`src/rtl/posit_normalize_pkg.sv`:
```
// Shared posit helpers: field-width functions, special encodings and the
// largest representable scale. Imported by the posit_normalize block.
package posit_defines;

  function automatic int get_scale_width(input int n, input int es, input int extra);
    return $clog2(n - 1) + es + 1 + extra;
  endfunction

  function automatic int get_fraction_width(input int n, input int es, input int extra);
    return n - 3 - es + extra;
  endfunction

  // (N-2)*2^ES: scale of maxpos; its negation is the scale of minpos
  function automatic int posit_max_scale(input int n, input int es);
    return (n - 2) << es;
  endfunction

  function automatic logic [63:0] posit_maxpos(input int n);
    return (64'd1 << (n - 1)) - 64'd1;
  endfunction

  function automatic logic [63:0] posit_minpos(input int n);
    return (n > 0) ? 64'd1 : 64'd0;
  endfunction

  function automatic logic [63:0] posit_nar(input int n);
    return 64'd1 << (n - 1);
  endfunction

endpackage

```
`src/rtl/posit_normalize_round.sv`:
```
// posit_round: round-to-nearest-even on a truncated posit magnitude.
// o_carry flags a round-up that wrapped past the all-ones magnitude.
module posit_round #(
  parameter int MAG_WIDTH = 7
) (
  input  logic [MAG_WIDTH-1:0] i_mag,
  input  logic                 i_guard,
  input  logic                 i_sticky,
  output logic [MAG_WIDTH-1:0] o_mag,
  output logic                 o_carry
);

  logic w_inc;

  assign w_inc = i_guard & (i_mag[0] | i_sticky);
  assign {o_carry, o_mag} = {1'b0, i_mag} + {{MAG_WIDTH{1'b0}}, w_inc};

endmodule

```
`src/rtl/posit_normalize.sv`:
```
// posit_normalize: 3-stage posit encoder with saturation and a shared stall
// enable. Defining POSIT_NORMALIZE_RNE_EN selects RNE, otherwise truncation.
module posit_normalize
  import posit_defines::*;
#(
  parameter int POSIT_WIDTH    = 8,
  parameter int POSIT_ES       = 1,
  parameter int SCALE_WIDTH    = get_scale_width(POSIT_WIDTH, POSIT_ES, 0),
  parameter int FRACTION_WIDTH = get_fraction_width(POSIT_WIDTH, POSIT_ES, 0)
) (
  input  logic                          clk,
  input  logic                          rst_n,
  input  logic                          in_valid,
  output logic                          in_ready,
  input  logic                          sign_i,
  input  logic                          NaR_i,
  input  logic                          zero_i,
  input  logic signed [SCALE_WIDTH-1:0] scale_i,
  input  logic [FRACTION_WIDTH-1:0]     fraction_i,
  input  logic                          sticky_i,
  output logic                          out_valid,
  input  logic                          out_ready,
  output logic [POSIT_WIDTH-1:0]        posit_word_o
);

  localparam int MW  = POSIT_WIDTH - 1;
  localparam int EFW = POSIT_ES + FRACTION_WIDTH;
  localparam int BW  = EFW + POSIT_WIDTH;
  localparam logic signed [SCALE_WIDTH-1:0] MAX_SCALE =
    SCALE_WIDTH'(posit_max_scale(POSIT_WIDTH, POSIT_ES));
  localparam logic signed [SCALE_WIDTH-1:0] MIN_SCALE =
    SCALE_WIDTH'(-posit_max_scale(POSIT_WIDTH, POSIT_ES));
  localparam logic [POSIT_WIDTH-1:0] MAXPOS = POSIT_WIDTH'(posit_maxpos(POSIT_WIDTH));
  localparam logic [POSIT_WIDTH-1:0] MINPOS = POSIT_WIDTH'(posit_minpos(POSIT_WIDTH));
  localparam logic [POSIT_WIDTH-1:0] NAR    = POSIT_WIDTH'(posit_nar(POSIT_WIDTH));

  logic                          w_adv;
  logic signed [SCALE_WIDTH-1:0] w_k;
  logic [EFW-1:0]                w_ef;
  logic                          w_ovf;
  logic                          w_unf;

  logic                          r_s1_valid;
  logic                          r_s1_sign;
  logic                          r_s1_nar;
  logic                          r_s1_zero;
  logic                          r_s1_ovf;
  logic                          r_s1_unf;
  logic signed [SCALE_WIDTH-1:0] r_s1_k;
  logic [EFW-1:0]                r_s1_ef;

  logic                          w_kneg;
  logic [SCALE_WIDTH-1:0]        w_shamt;
  logic [BW-1:0]                 w_seed;
  logic [BW-1:0]                 w_buf;
  logic [MW-1:0]                 w_mag_trunc;
  logic [MW-1:0]                 w_mag_rnd;
  logic                          w_carry;

  logic                          r_s2_valid;
  logic                          r_s2_sign;
  logic                          r_s2_nar;
  logic                          r_s2_zero;
  logic                          r_s2_ovf;
  logic                          r_s2_unf;
  logic [MW-1:0]                 r_s2_mag;

  logic [POSIT_WIDTH-1:0]        w_pos;
  logic [POSIT_WIDTH-1:0]        w_word;
  logic                          r_s3_valid;
  logic [POSIT_WIDTH-1:0]        r_word;

  // One enable for every stage: the pipe moves unless the output is stalled
  assign w_adv     = out_ready | ~r_s3_valid;
  assign in_ready  = w_adv;
  assign out_valid = r_s3_valid;
  assign posit_word_o = r_word;

  assign w_k   = scale_i >>> POSIT_ES;
  assign w_ovf = (scale_i > MAX_SCALE);
  assign w_unf = (scale_i < MIN_SCALE);

  generate
    if (POSIT_ES > 0) begin : g_es
      assign w_ef = {scale_i[POSIT_ES-1:0], fraction_i};
    end else begin : g_no_es
      assign w_ef = fraction_i;
    end
  endgenerate

  // Stage 1: split scale into regime count and exponent, flag out-of-range
  always_ff @(posedge clk) begin
    if (!rst_n) begin
      r_s1_valid <= 1'b0;
      r_s1_sign  <= 1'b0;
      r_s1_nar   <= 1'b0;
      r_s1_zero  <= 1'b0;
      r_s1_ovf   <= 1'b0;
      r_s1_unf   <= 1'b0;
      r_s1_k     <= {SCALE_WIDTH{1'b0}};
      r_s1_ef    <= {EFW{1'b0}};
    end else if (w_adv) begin
      r_s1_valid <= in_valid;
      r_s1_sign  <= sign_i;
      r_s1_nar   <= NaR_i;
      r_s1_zero  <= zero_i;
      r_s1_ovf   <= w_ovf;
      r_s1_unf   <= w_unf;
      r_s1_k     <= w_k;
      r_s1_ef    <= w_ef;
    end
  end

  // Seed "10" (k>=0) or "01" (k<0) ahead of e/fraction; sign-filling shift
  // by k or ~k grows the run to k+1 ones or -k zeros with no bits lost.
  assign w_kneg      = r_s1_k[SCALE_WIDTH-1];
  assign w_shamt     = w_kneg ? ~r_s1_k : r_s1_k;
  assign w_seed      = {~w_kneg, w_kneg, r_s1_ef, {(POSIT_WIDTH-2){1'b0}}};
  assign w_buf       = $signed(w_seed) >>> w_shamt;
  assign w_mag_trunc = w_buf[BW-1 -: MW];

`ifdef POSIT_NORMALIZE_RNE_EN
  logic r_s1_sticky;
  logic w_guard;
  logic w_sticky;

  // Incoming sticky travels alongside stage 1
  always_ff @(posedge clk) begin
    if (!rst_n) begin
      r_s1_sticky <= 1'b0;
    end else if (w_adv) begin
      r_s1_sticky <= sticky_i;
    end
  end

  assign w_guard  = w_buf[BW-POSIT_WIDTH];
  assign w_sticky = (|w_buf[BW-POSIT_WIDTH-1:0]) | r_s1_sticky;

  posit_round #(
    .MAG_WIDTH(MW)
  ) u_round (
    .i_mag   (w_mag_trunc),
    .i_guard (w_guard),
    .i_sticky(w_sticky),
    .o_mag   (w_mag_rnd),
    .o_carry (w_carry)
  );
`else
  logic w_unused_tail;

  assign w_unused_tail = ^{w_buf[BW-POSIT_WIDTH:0], sticky_i};
  assign w_mag_rnd     = w_mag_trunc;
  assign w_carry       = 1'b0;
`endif

  // Stage 2: rounded magnitude; a rounding carry counts as overflow
  always_ff @(posedge clk) begin
    if (!rst_n) begin
      r_s2_valid <= 1'b0;
      r_s2_sign  <= 1'b0;
      r_s2_nar   <= 1'b0;
      r_s2_zero  <= 1'b0;
      r_s2_ovf   <= 1'b0;
      r_s2_unf   <= 1'b0;
      r_s2_mag   <= {MW{1'b0}};
    end else if (w_adv) begin
      r_s2_valid <= r_s1_valid;
      r_s2_sign  <= r_s1_sign;
      r_s2_nar   <= r_s1_nar;
      r_s2_zero  <= r_s1_zero;
      r_s2_ovf   <= r_s1_ovf | w_carry;
      r_s2_unf   <= r_s1_unf;
      r_s2_mag   <= w_mag_rnd;
    end
  end

  // Specials first, then saturation, then sign applied to any finite result
  always_comb begin
    w_pos  = {POSIT_WIDTH{1'b0}};
    w_word = {POSIT_WIDTH{1'b0}};
    if (r_s2_nar) begin
      w_word = NAR;
    end else if (r_s2_zero) begin
      w_word = {POSIT_WIDTH{1'b0}};
    end else begin
      if (r_s2_ovf) begin
        w_pos = MAXPOS;
      end else if (r_s2_unf || (r_s2_mag == {MW{1'b0}})) begin
        w_pos = MINPOS;
      end else begin
        w_pos = {1'b0, r_s2_mag};
      end
      if (r_s2_sign) begin
        w_word = (~w_pos) + POSIT_WIDTH'(1);
      end else begin
        w_word = w_pos;
      end
    end
  end

  // Stage 3: output register, held while the consumer stalls
  always_ff @(posedge clk) begin
    if (!rst_n) begin
      r_s3_valid <= 1'b0;
      r_word     <= {POSIT_WIDTH{1'b0}};
    end else if (w_adv) begin
      r_s3_valid <= r_s2_valid;
      r_word     <= w_word;
    end
  end

endmodule

```
`config.mk`:
```
export PLATFORM = sky130hd
export DESIGN_NAME = posit_normalize
export DESIGN_NICKNAME = d
export VERILOG_FILES = /design/src/rtl/posit_normalize_pkg.sv /design/src/rtl/posit_normalize_round.sv /design/src/rtl/posit_normalize.sv
export SDC_FILE = /design/constraint.sdc
export NUM_CORES = 1
export LEC_CHECK = 0
export CORE_MARGIN = 3
export CORE_UTILIZATION = 50
export DETAILED_ROUTE_END_ITERATION = 12
export HOLD_SLACK_MARGIN = 0.08
export PLACE_DENSITY_LB_ADDON = 0.15
export SETUP_SLACK_MARGIN = 0.1
export SLEW_MARGIN = 15
export SYNTH_ARGS = -nofsm -noshare
export SYNTH_HDL_FRONTEND = slang
export SYNTH_SLANG_ARGS = --single-unit
```
`constraint.sdc`:
```
create_clock -name clk -period 5.24 [get_ports clk]
set_clock_uncertainty 0.05 [all_clocks]
set_input_delay 1.048 -clock clk [delete_from_list [all_inputs] [get_ports clk]]
set_output_delay 1.048 -clock clk [all_outputs]
set_load 0.01 [all_outputs]
```
==> results of run 1 <==
-- state kept, by name, indices dropped and copies added (netlist names) --
signal and flops:
r_s1_nar 1, r_s2_nar 1, r_s1_zero 1, r_s2_zero 1, out_valid 1, r_s2_unf 1, r_s1_k 4, r_s1_ef 5
r_s1_sign 1, r_s1_valid 1, r_s2_mag 7, posit_word_o 8, r_s2_ovf 1, r_s1_unf 1, r_s2_sign 1, r_s1_ovf 1
r_s2_valid 1
-- worst max path at each step --
stage / start / end / slack (ps) / depth (start not counted)
2_1_floorplan: out_ready / in_ready / 2450 / 4
3_3_place_gp: out_ready / in_ready / 1900 / 4
3_5_place_dp: out_ready / in_ready / 1900 / 4
4_1_cts: out_ready / in_ready / 1900 / 4
5_1_grt: out_ready / in_ready / 1840 / 4
6_report: out_ready / in_ready / 1900 / 4
-- worst max-delay path: stages --
cell and delay, ps:
clkdlybuf4s50_1 410, nor2b_2 180, clkinv_1 120, clkdlybuf4s50_1 480
-- cells by family after synthesis --
group | Yosys count | share of synthesized area [%]
XOR/XNOR | 4 | 1.75
adder cells (fa/ha/maj) | 2 | 1.13
AO/OA/AOI/OAI | 85 | 28.9
AND/OR/NAND/NOR | 90 | 22.6
buffers and inverters | 28 | 7.63
flip-flops | 37 | 37.0
multiplexers | 2 | 1.00
-- power by group through the flow --
stage	clock, µW	combinational, µW	sequential, µW
floorplan	0	83.7	322
global placement	0	110	331
detailed placement	0	112	331
CTS	253	112	325
global route	263	126	329
finish	245	111	325
-- metrics by stage --
step	utilization [%]	instance area, µm²
6_report	61.6	2320
5_1_grt	61.6	2320
4_1_cts	61.6	2320
3_5_place_dp	58.7	2210
3_3_place_gp	58.7	2210
2_1_floorplan	-	2000
-- cell usage in the layout, fill, tap and decap left out, drive strengths merged, types with 2 or more instances in the layout --
cell and instances:
nand2 51, dfxtp 37, clkdlybuf4s50 25, a21boi 22
a21oi 17, o21ai 14, nor2b 11, nor2 9
inv 7, clkbuf 6, a22oi 5, o211ai 5
nor3 5, nand3 4, xnor2 3, o21bai 3
buf 3, or3 3, nor4 2, o211a 2
o221a 2, mux2i 2, a221oi 2, a41oi 2
o22ai 2, a311oi 2, a31oi 2, clkinv 2
-- final cells by class --
type / count / area share (%)
clock buffers: 6 / 3.12
clock inverters: 2 / 1.67
inverters: 8 / 1.29
multi-input cells: 183 / 47.7
flip-flops and latches: 37 / 31.9
well taps: 48 / 2.58
repair buffers: 28 / 11.7
-- layer usage --
layer,track usage (%),vias to the layer above,share of wire [%]
met5,0,-,0
met2,28.5,34,48
met3,3.77,2,4.3
met4,6.07,0,0.41
met1,24.3,814,48
li1,-,898,-
==> results.sh, run 1 <==
export IMPL_status="complete, no violations"
export IMPL_whs_ps=413
export IMPL_yosys_warnings=0
export IMPL_critPathArrivalTime_ps=2240
export IMPL_cp_max_fo=2
export IMPL_max_freq_mhz=299
export IMPL_slew_violations=0
export IMPL_grt_max_degree=36
export IMPL_cts_resized=0
export IMPL_dieArea_um2=4800
export IMPL_dominantRegCellSynth="dfxtp_1"
export IMPL_synth_area_leaders="dfxtp_1 (37%), nand2_1 (9.6%), a21boi_0 (8.3%)"
export IMPL_min_path_type="reg -> reg"
export IMPL_p_sw_share_pct=26.0
export IMPL_reg2reg_slack_ps=3360
export IMPL_antenna_found_initial=0
export IMPL_drt_iter0_markers=214
export IMPL_critPathLaunchType="input port"
export IMPL_p_per_area_nw_per_um2=293
export IMPL_ir_drop_mv=0.217
export IMPL_rr_worst_depth=7
export IMPL_n_fill_cell=351
export IMPL_port_buffers=25
export IMPL_setup_tns_final_ps=0
export IMPL_setup_ws_ps=1900
export IMPL_drtPass1Iterations=4
export IMPL_fp_dieW_um=69.3
export IMPL_synthTopCellsByCount="nand2_1 (51), dfxtp_1 (37), a21boi_0 (22)"
export IMPL_post_cts_buffers=0
export IMPL_rsz0062_at_grt="false"
export IMPL_ctsLongestPathBuffers=2
export IMPL_grt_pass1_vias=1645
export IMPL_cts_made_buffers=5
export IMPL_p_comb_share_pct=16.3
export IMPL_worstSetupPathType="in -> out"
export IMPL_holdPathEnd="r_s1_sign$_SDFFE_PN0P_"
export IMPL_netlist_instances=248
export IMPL_area_growth_pct=16.2
export IMPL_cp_end_kind="output pin"
export IMPL_initial_core_util_pct=53.1
export IMPL_gr_usage_all_layers_pct=18.0
export IMPL_yosys_area_top_type="dfxtp_1"
export IMPL_final_cell_count_no_fill=312
export IMPL_hpwlAfterDp_mm=2.81
export IMPL_slew_headroom_pct=46.5
export IMPL_clock_latency_ps=290
export IMPL_min_from="r_s1_sign$_SDFFE_PN0P_"
export IMPL_ant_nets=0
export IMPL_grt_pass1_wl_mm=7.30
export IMPL_p_int_uw=504
export IMPL_vias=1748
export IMPL_yosysMostFrequentCell="nand2_1"
export IMPL_place_congestion=0.811
export IMPL_multi_input_area_um2=1110
export IMPL_whs_path_depth=2
export IMPL_rows=22
export IMPL_via_per_inst=5.60
export IMPL_dp_slack_ps=1900
export IMPL_worstMarginPinSlew_ps=801
export IMPL_clkTransAtPathRegs_ps=80
export IMPL_drt_wl_total_mm=4.10
export IMPL_cts_tree="done"
export IMPL_power_frac_seq_pct=47.7
export IMPL_core_area_um2=3770
export IMPL_r2r_start="r_s2_ovf$_SDFFE_PN0P_"
export IMPL_clock_sinks=37
export IMPL_remaining_drc_errors=0
export IMPL_grt_ovfl_total=0
export IMPL_required_ps=4140
export IMPL_fin_crit_ps=3340
export IMPL_hold_buffers=0
export IMPL_setup_violations=0
export IMPL_regToRegEndpoint="posit_word_o[6]$_SDFFE_PN0P_"
export IMPL_power_switching_uw=177
export IMPL_power_leakage_uw=0.000840
export IMPL_power_uw=681
export IMPL_dp_cells=304
export IMPL_post_drt_wl_per_cell_um=13.1
export IMPL_htreeDepth=2
export IMPL_diodes=0
export IMPL_maxCapViolCount=0
export IMPL_async_flop_share_pct=0
export IMPL_syn_area_um2=2000
export IMPL_seq_area_frac_synth_pct=37.0
export IMPL_synth_edf_count=0
export IMPL_ys_ff_latch=37
export IMPL_hold_violations=0
export IMPL_synth_top_area_share_pct=37.0
export IMPL_period_share_pct=63.8
export IMPL_drive_above_1_share_pct=6.44
export IMPL_regArea_um2=741
export IMPL_yosys_cell_types_count=47
export IMPL_nNetsFinal=281
export IMPL_clock_root_buffer="clkbuf_8"
export IMPL_fp_dieH_um=69.3
export IMPL_ios=27
export IMPL_syn_nets=266
export IMPL_pwr_share_clk_pct=36.0
export IMPL_syn_avg_cell_area_um2=8.07
Note: power is estimated with default switching activity, not from simulation.
==> run 2, diff against run 1 <==
--- a/config.mk
+++ b/config.mk
@@ -6,7 +6,7 @@
 export NUM_CORES = 1
 export LEC_CHECK = 0
 export CORE_MARGIN = 3
-export CORE_UTILIZATION = 50
+export CORE_UTILIZATION = 49
 export DETAILED_ROUTE_END_ITERATION = 12
 export HOLD_SLACK_MARGIN = 0.08
 export PLACE_DENSITY_LB_ADDON = 0.15
==> constraint.sdc (replaced) <==
create_clock -name clk -period 2.86 [get_ports clk]
set_clock_uncertainty 0.05 [all_clocks]
set_input_delay 0.572 -clock clk [delete_from_list [all_inputs] [get_ports clk]]
set_output_delay 0.572 -clock clk [all_outputs]
set_load 0.01 [all_outputs]
==> run 2 against run 1 <==
Against the previous run:
- sequential share of layout area rose by 0.19 points
- combinational power increased by 84%
- core utilization decreased by 0.81 points
==> results.sh, run 2 (same netlist as run 1, synthesis figures left out) <==
export IMPL_status="complete, no violations"
export IMPL_via_per_inst=5.58
export IMPL_p_sw_share_pct=27.0
export IMPL_clock_root_buffer="clkbuf_8"
export IMPL_whs_path_depth=2
export IMPL_cp_max_fo=2
export IMPL_initial_core_util_pct=52.7
export IMPL_grt_ovfl_total=0
export IMPL_min_path_type="reg -> reg"
export IMPL_holdPathEnd="r_s1_sign$_SDFFE_PN0P_"
export IMPL_layout_commonest_cell="nand2_1"
export IMPL_p_per_area_nw_per_um2=506
export IMPL_period_share_pct=82.7
export IMPL_fp_dieW_um=69.9
export IMPL_regToRegEndpoint="r_s2_mag[1]$_SDFFE_PN0P_"
export IMPL_gr_usage_all_layers_pct=17.3
export IMPL_core_area_um2=3800
export IMPL_vias=1741
export IMPL_critPathLaunchType="input port"
export IMPL_rsz0062_at_grt="false"
export IMPL_dp_slack_ps=477
export IMPL_port_buffers=25
export IMPL_pwr_share_clk_pct=31.6
export IMPL_clock_latency_ps=290
export IMPL_power_leakage_uw=0.000833
export IMPL_drtPass1Iterations=5
export IMPL_final_util_pct=60.8
export IMPL_cts_made_buffers=5
export IMPL_rows=22
export IMPL_power_switching_uw=316
export IMPL_required_ps=2240
export IMPL_drt_wl_total_mm=3.99
export IMPL_post_drt_wl_per_cell_um=12.8
export IMPL_fp_dieH_um=69.9
export IMPL_min_from="r_s1_sign$_SDFFE_PN0P_"
export IMPL_met2_usage_pct=23.7
export IMPL_max_freq_mhz=423
export IMPL_power_uw=1170
export IMPL_grt_pass1_vias=1474
export IMPL_ir_drop_mv=0.338
export IMPL_p_comb_share_pct=17.5
export IMPL_grtUsageMet1_pct=25.4
export IMPL_worstSetupPathType="in -> out"
export IMPL_place_congestion=0.842
export IMPL_htreeDepth=2
export IMPL_setup_ws_ps=494
export IMPL_r2r_start="r_s1_k[0]$_SDFFE_PN0P_"
export IMPL_hpwlAfterDp_mm=2.75
export IMPL_hold_violations=0
export IMPL_p_int_uw=854
export IMPL_largest_register_ff_count=8
export IMPL_clkTransAtPathRegs_ps=70
export IMPL_cp_end_kind="output pin"
export IMPL_layout_common_cells="nand2_1 (51), dfxtp_1 (37), clkdlybuf4s50_1 (25), a21boi_0 (22), a21oi_1 (17)"
export IMPL_fin_crit_ps=2370
export IMPL_cts_resized=0
export IMPL_rr_worst_depth=5
export IMPL_reg2reg_slack_ps=970
export IMPL_antenna_found_initial=0
export IMPL_cts_tree="done"
export IMPL_post_cts_buffers=0
export IMPL_grt_use_met3_pct=4.60
export IMPL_worstMarginPinSlew_ps=777
export IMPL_ios=27
export IMPL_remaining_drc_errors=0
export IMPL_setup_tns_final_ps=0
export IMPL_grt_busiest_layer="met1"
export IMPL_diodes=0
export IMPL_hold_buffers=0
export IMPL_dieArea_um2=4890
export IMPL_setup_violations=0
export IMPL_area_growth_pct=15.5
export IMPL_slew_headroom_pct=48.1
export IMPL_ctsLongestPathBuffers=2
export IMPL_critPathArrivalTime_ps=1740
export IMPL_slew_violations=0
export IMPL_grt_max_degree=36
export IMPL_maxCapViolCount=0
export IMPL_crit_start="out_ready"
export IMPL_drt_iter0_markers=233
export IMPL_grt_pass1_wl_mm=6.96
export IMPL_nNetsFinal=282
export IMPL_ant_nets=0
export IMPL_clock_sinks=37
export IMPL_power_frac_seq_pct=50.9
export IMPL_drive_above_1_share_pct=6.82
run 2: changes by cell type in the layout (fill, tap and decap cells not counted):
cell / previous run / this run
buf_4: 3 / 4
bufinv_16: 1 / 0
clkbuf_1: 1 / 0
clkbuf_8: 5 / 6
clkinv_4: 1 / 0
clkinvlp_4: 0 / 1
run 2: critical path: stages:
cell and delay [ps]:
clkdlybuf4s50_1 410, nor2b_2 140, clkinv_1 120, clkdlybuf4s50_1 490
run 2: final cells by class:
class / instances / area [µm²]
fillers: 352 / 1490
repair buffers: 29 / 280
well taps: 48 / 60.1
clock buffers: 6 / 82.6
inverters: 8 / 30.0
clock inverters: 1 / 7.51
multi-input cells: 183 / 1110
flip-flops and latches: 37 / 741
run 2: worst max path at each step:
stage | endpoint | depth (start not counted)
floorplan | in_ready | 4
global placement | in_ready | 4
detailed placement | in_ready | 4
CTS | in_ready | 4
global route | in_ready | 4
finish | in_ready | 4
run 2: per-stage QoR:
step | hold slack (ps) | cells | cell area [µm²]
after floorplan | 387 | 248 | 2000
after global placement | 401 | 305 | 2220
after detailed placement | 404 | 305 | 2220
after CTS | 415 | 312 | 2310
after global routing | 434 | 312 | 2310
final | 410 | 312 | 2310
run 2: per-layer routing:
| layer | wire (µm) | vias up |
|---|---|---|
| li1 | - | 902 |
| met1 | 2030 | 775 |
| met2 | 1660 | 58 |
| met3 | 241 | 6 |
| met4 | 66 | 0 |
| met5 | 0 | - |
run 2: power by group through the flow:
stage          Sequential (µW)  Clock, µW  Combinational [µW]
6_report                   595        370                 204
5_1_grt                    603        409                 230
4_1_cts                    595        378                 206
3_5_place_dp               607          0                 204
3_3_place_gp               607          0                 202
2_1_floorplan              590          0                 153
==> run 3, diff against run 2 <==
--- a/config.mk
+++ b/config.mk
@@ -6,7 +6,7 @@
 export NUM_CORES = 1
 export LEC_CHECK = 0
 export CORE_MARGIN = 3
-export CORE_UTILIZATION = 49
+export CORE_UTILIZATION = 50
 export DETAILED_ROUTE_END_ITERATION = 12
 export HOLD_SLACK_MARGIN = 0.08
 export PLACE_DENSITY_LB_ADDON = 0.15
==> constraint.sdc (replaced) <==
create_clock -name clk -period 2.42 [get_ports clk]
set_clock_uncertainty 0.05 [all_clocks]
set_input_delay 0.484 -clock clk [delete_from_list [all_inputs] [get_ports clk]]
set_output_delay 0.484 -clock clk [all_outputs]
set_load 0.01 [all_outputs]
==> run 3 against run 2 <==
Against the previous run:
- count of clock-buffer cells in the layout is 1 lower
- critical path depth stayed put
- power is 19% higher
- worst setup slack worse by 290 ps
- wire length is 1.8% higher
- sequential power is 18% higher
- non-clock buffer count stayed put
- clock power is 19% higher
- via count is 0.17% lower
- first-iteration DRC count is 30% lower
- combinational power is 21% higher
- final cell count is 0.32% higher
- critical endpoint unchanged
- highest routed layer unchanged
==> results.sh, run 3 (same netlist as run 1, synthesis figures left out) <==
export IMPL_rsz0062_at_grt="false"
export IMPL_p_per_area_nw_per_um2=597
export IMPL_critPathLaunchType="input port"
export IMPL_grt_max_degree=36
export IMPL_via_per_inst=5.55
export IMPL_post_cts_buffers=0
export IMPL_grt_use_met3_pct=4.20
export IMPL_remaining_drc_errors=0
export IMPL_gr_usage_all_layers_pct=17.4
export IMPL_hold_buffers=0
export IMPL_area_growth_pct=16.2
export IMPL_ir_drop_mv=0.416
export IMPL_cts_resized=0
export IMPL_antenna_found_initial=0
export IMPL_setup_violations=0
export IMPL_critPathMaxStageDelay_ps=480
export IMPL_crit_path_top_delay_cell="clkdlybuf4s50_1"
export IMPL_cts_tree="done"
export IMPL_core_area_um2=3770
export IMPL_setup_tns_final_ps=0
export IMPL_hpwlAfterDp_mm=2.78
export IMPL_slew_headroom_pct=54.3
export IMPL_layout_commonest_cell="nand2_1"
export IMPL_drtPass1Iterations=4
export IMPL_clock_root_buffer="clkbuf_8"
export IMPL_met2_usage_pct=27.9
export IMPL_min_from="r_s1_valid$_SDFFE_PN0P_"
export IMPL_r2r_start="r_s2_ovf$_SDFFE_PN0P_"
export IMPL_final_util_pct=61.6
export IMPL_ant_nets=0
export IMPL_hold_violations=0
export IMPL_fp_dieH_um=69.3
export IMPL_initial_core_util_pct=53.1
export IMPL_rows=22
export IMPL_required_ps=1890
export IMPL_clkTransAtPathRegs_ps=80
export IMPL_place_congestion=0.855
export IMPL_post_drt_wl_per_cell_um=13.0
export IMPL_layout_common_cells="nand2_1 (51), dfxtp_1 (37), clkdlybuf4s50_1 (25), a21boi_0 (22), a21oi_1 (17)"
export IMPL_vias=1738
export IMPL_status="complete, no violations"
export IMPL_worstMarginPinSlew_ps=683
export IMPL_n_fill_cell=350
export IMPL_max_freq_mhz=452
export IMPL_slew_violations=0
export IMPL_fp_dieW_um=69.3
export IMPL_crit_buf_inv=3
export IMPL_drive_above_1_share_pct=7.17
export IMPL_dieArea_um2=4800
export IMPL_crit_start="out_ready"
export IMPL_min_path_type="reg -> reg"
export IMPL_cp_max_fo=2
export IMPL_clock_latency_ps=290
export IMPL_critPathArrivalTime_ps=1680
export IMPL_port_buffers=25
export IMPL_grt_busiest_layer="met2"
export IMPL_grt_pass1_wl_mm=7.01
export IMPL_drt_wl_total_mm=4.07
export IMPL_grt_pass1_vias=1612
export IMPL_nNetsFinal=282
export IMPL_fin_crit_ps=2210
export IMPL_maxCapViolCount=0
export IMPL_dp_slack_ps=203
export IMPL_grtUsageMet1_pct=22.7
export IMPL_diodes=0
export IMPL_cp_end_kind="output pin"
export IMPL_critPathTopFamily="buffers and inverters"
export IMPL_path_cells="clkdlybuf4s50_1, nor2b_2, clkinv_1, clkdlybuf4s50_1"
export IMPL_grt_ovfl_total=0
export IMPL_drt_iter0_markers=163
export IMPL_whs_ps=416
export IMPL_worstSetupPathType="in -> out"
export IMPL_clock_sinks=37
export IMPL_largest_register_ff_count=8
export IMPL_ctsLongestPathBuffers=2
export IMPL_setup_ws_ps=206
export IMPL_cts_made_buffers=5
export IMPL_cpMostUsedCell="clkdlybuf4s50_1"
export IMPL_htreeDepth=2
export IMPL_power_leakage_uw=0.000843
export IMPL_period_share_pct=91.5
export IMPL_ios=27
-- run 3: cell types whose count changed in the layout (fill, tap and decap cells not counted), sizes merged --
cell and change:
clkbuf -1, clkinv +3, clkinvlp -1
-- run 3: tightest hold or removal path: stages (launching register included) --
cell	delay (ps)
dfxtp_1	320
nand2_1	50
a21boi_0	60
-- run 3: power by group --
part | internal (µW) | leakage (µW) | total (µW) | switching, µW
sequential | 649 | 0.000305 | 701 | 52.3
clock | 204 | 0.0000481 | 439 | 235
combinational | 137 | 0.000489 | 247 | 110
-- run 3: metal layers --
layer	share of wire [%]	wire length [µm]
met2	46	1880
met3	4.5	184
met4	0.54	22
met5	0	0
met1	49	1980
-- run 3: final cells by class --
type	instances	area (µm²)	area share, %
inverter	8	30.0	1.29
clock inverter	3	22.5	0.969
clock buffer	5	68.8	2.96
tap	48	60.1	2.58
sequential	37	741	31.9
multi-input combinational	183	1110	47.7
timing repair buffer	29	293	12.6
-- run 3: worst paths after layout --
check	to	slack (ps)	cells after the start
worst max-delay path	in_ready	210	4
worst min-delay path	r_s1_valid$_SDFFE_PN0P_	420	2
worst max register to register	posit_word_o[6]$_SDFFE_PN0P_	560	7
worst min register to register	r_s1_valid$_SDFFE_PN0P_	420	2
-- run 3: stage by stage --
stage	std cells	instance area (µm²)	total power (µW)
floorplan	248	2000	879
global placement	305	2230	960
detailed placement	305	2230	964
CTS	313	2320	1400
global route	313	2320	1460
finish	313	2320	1390
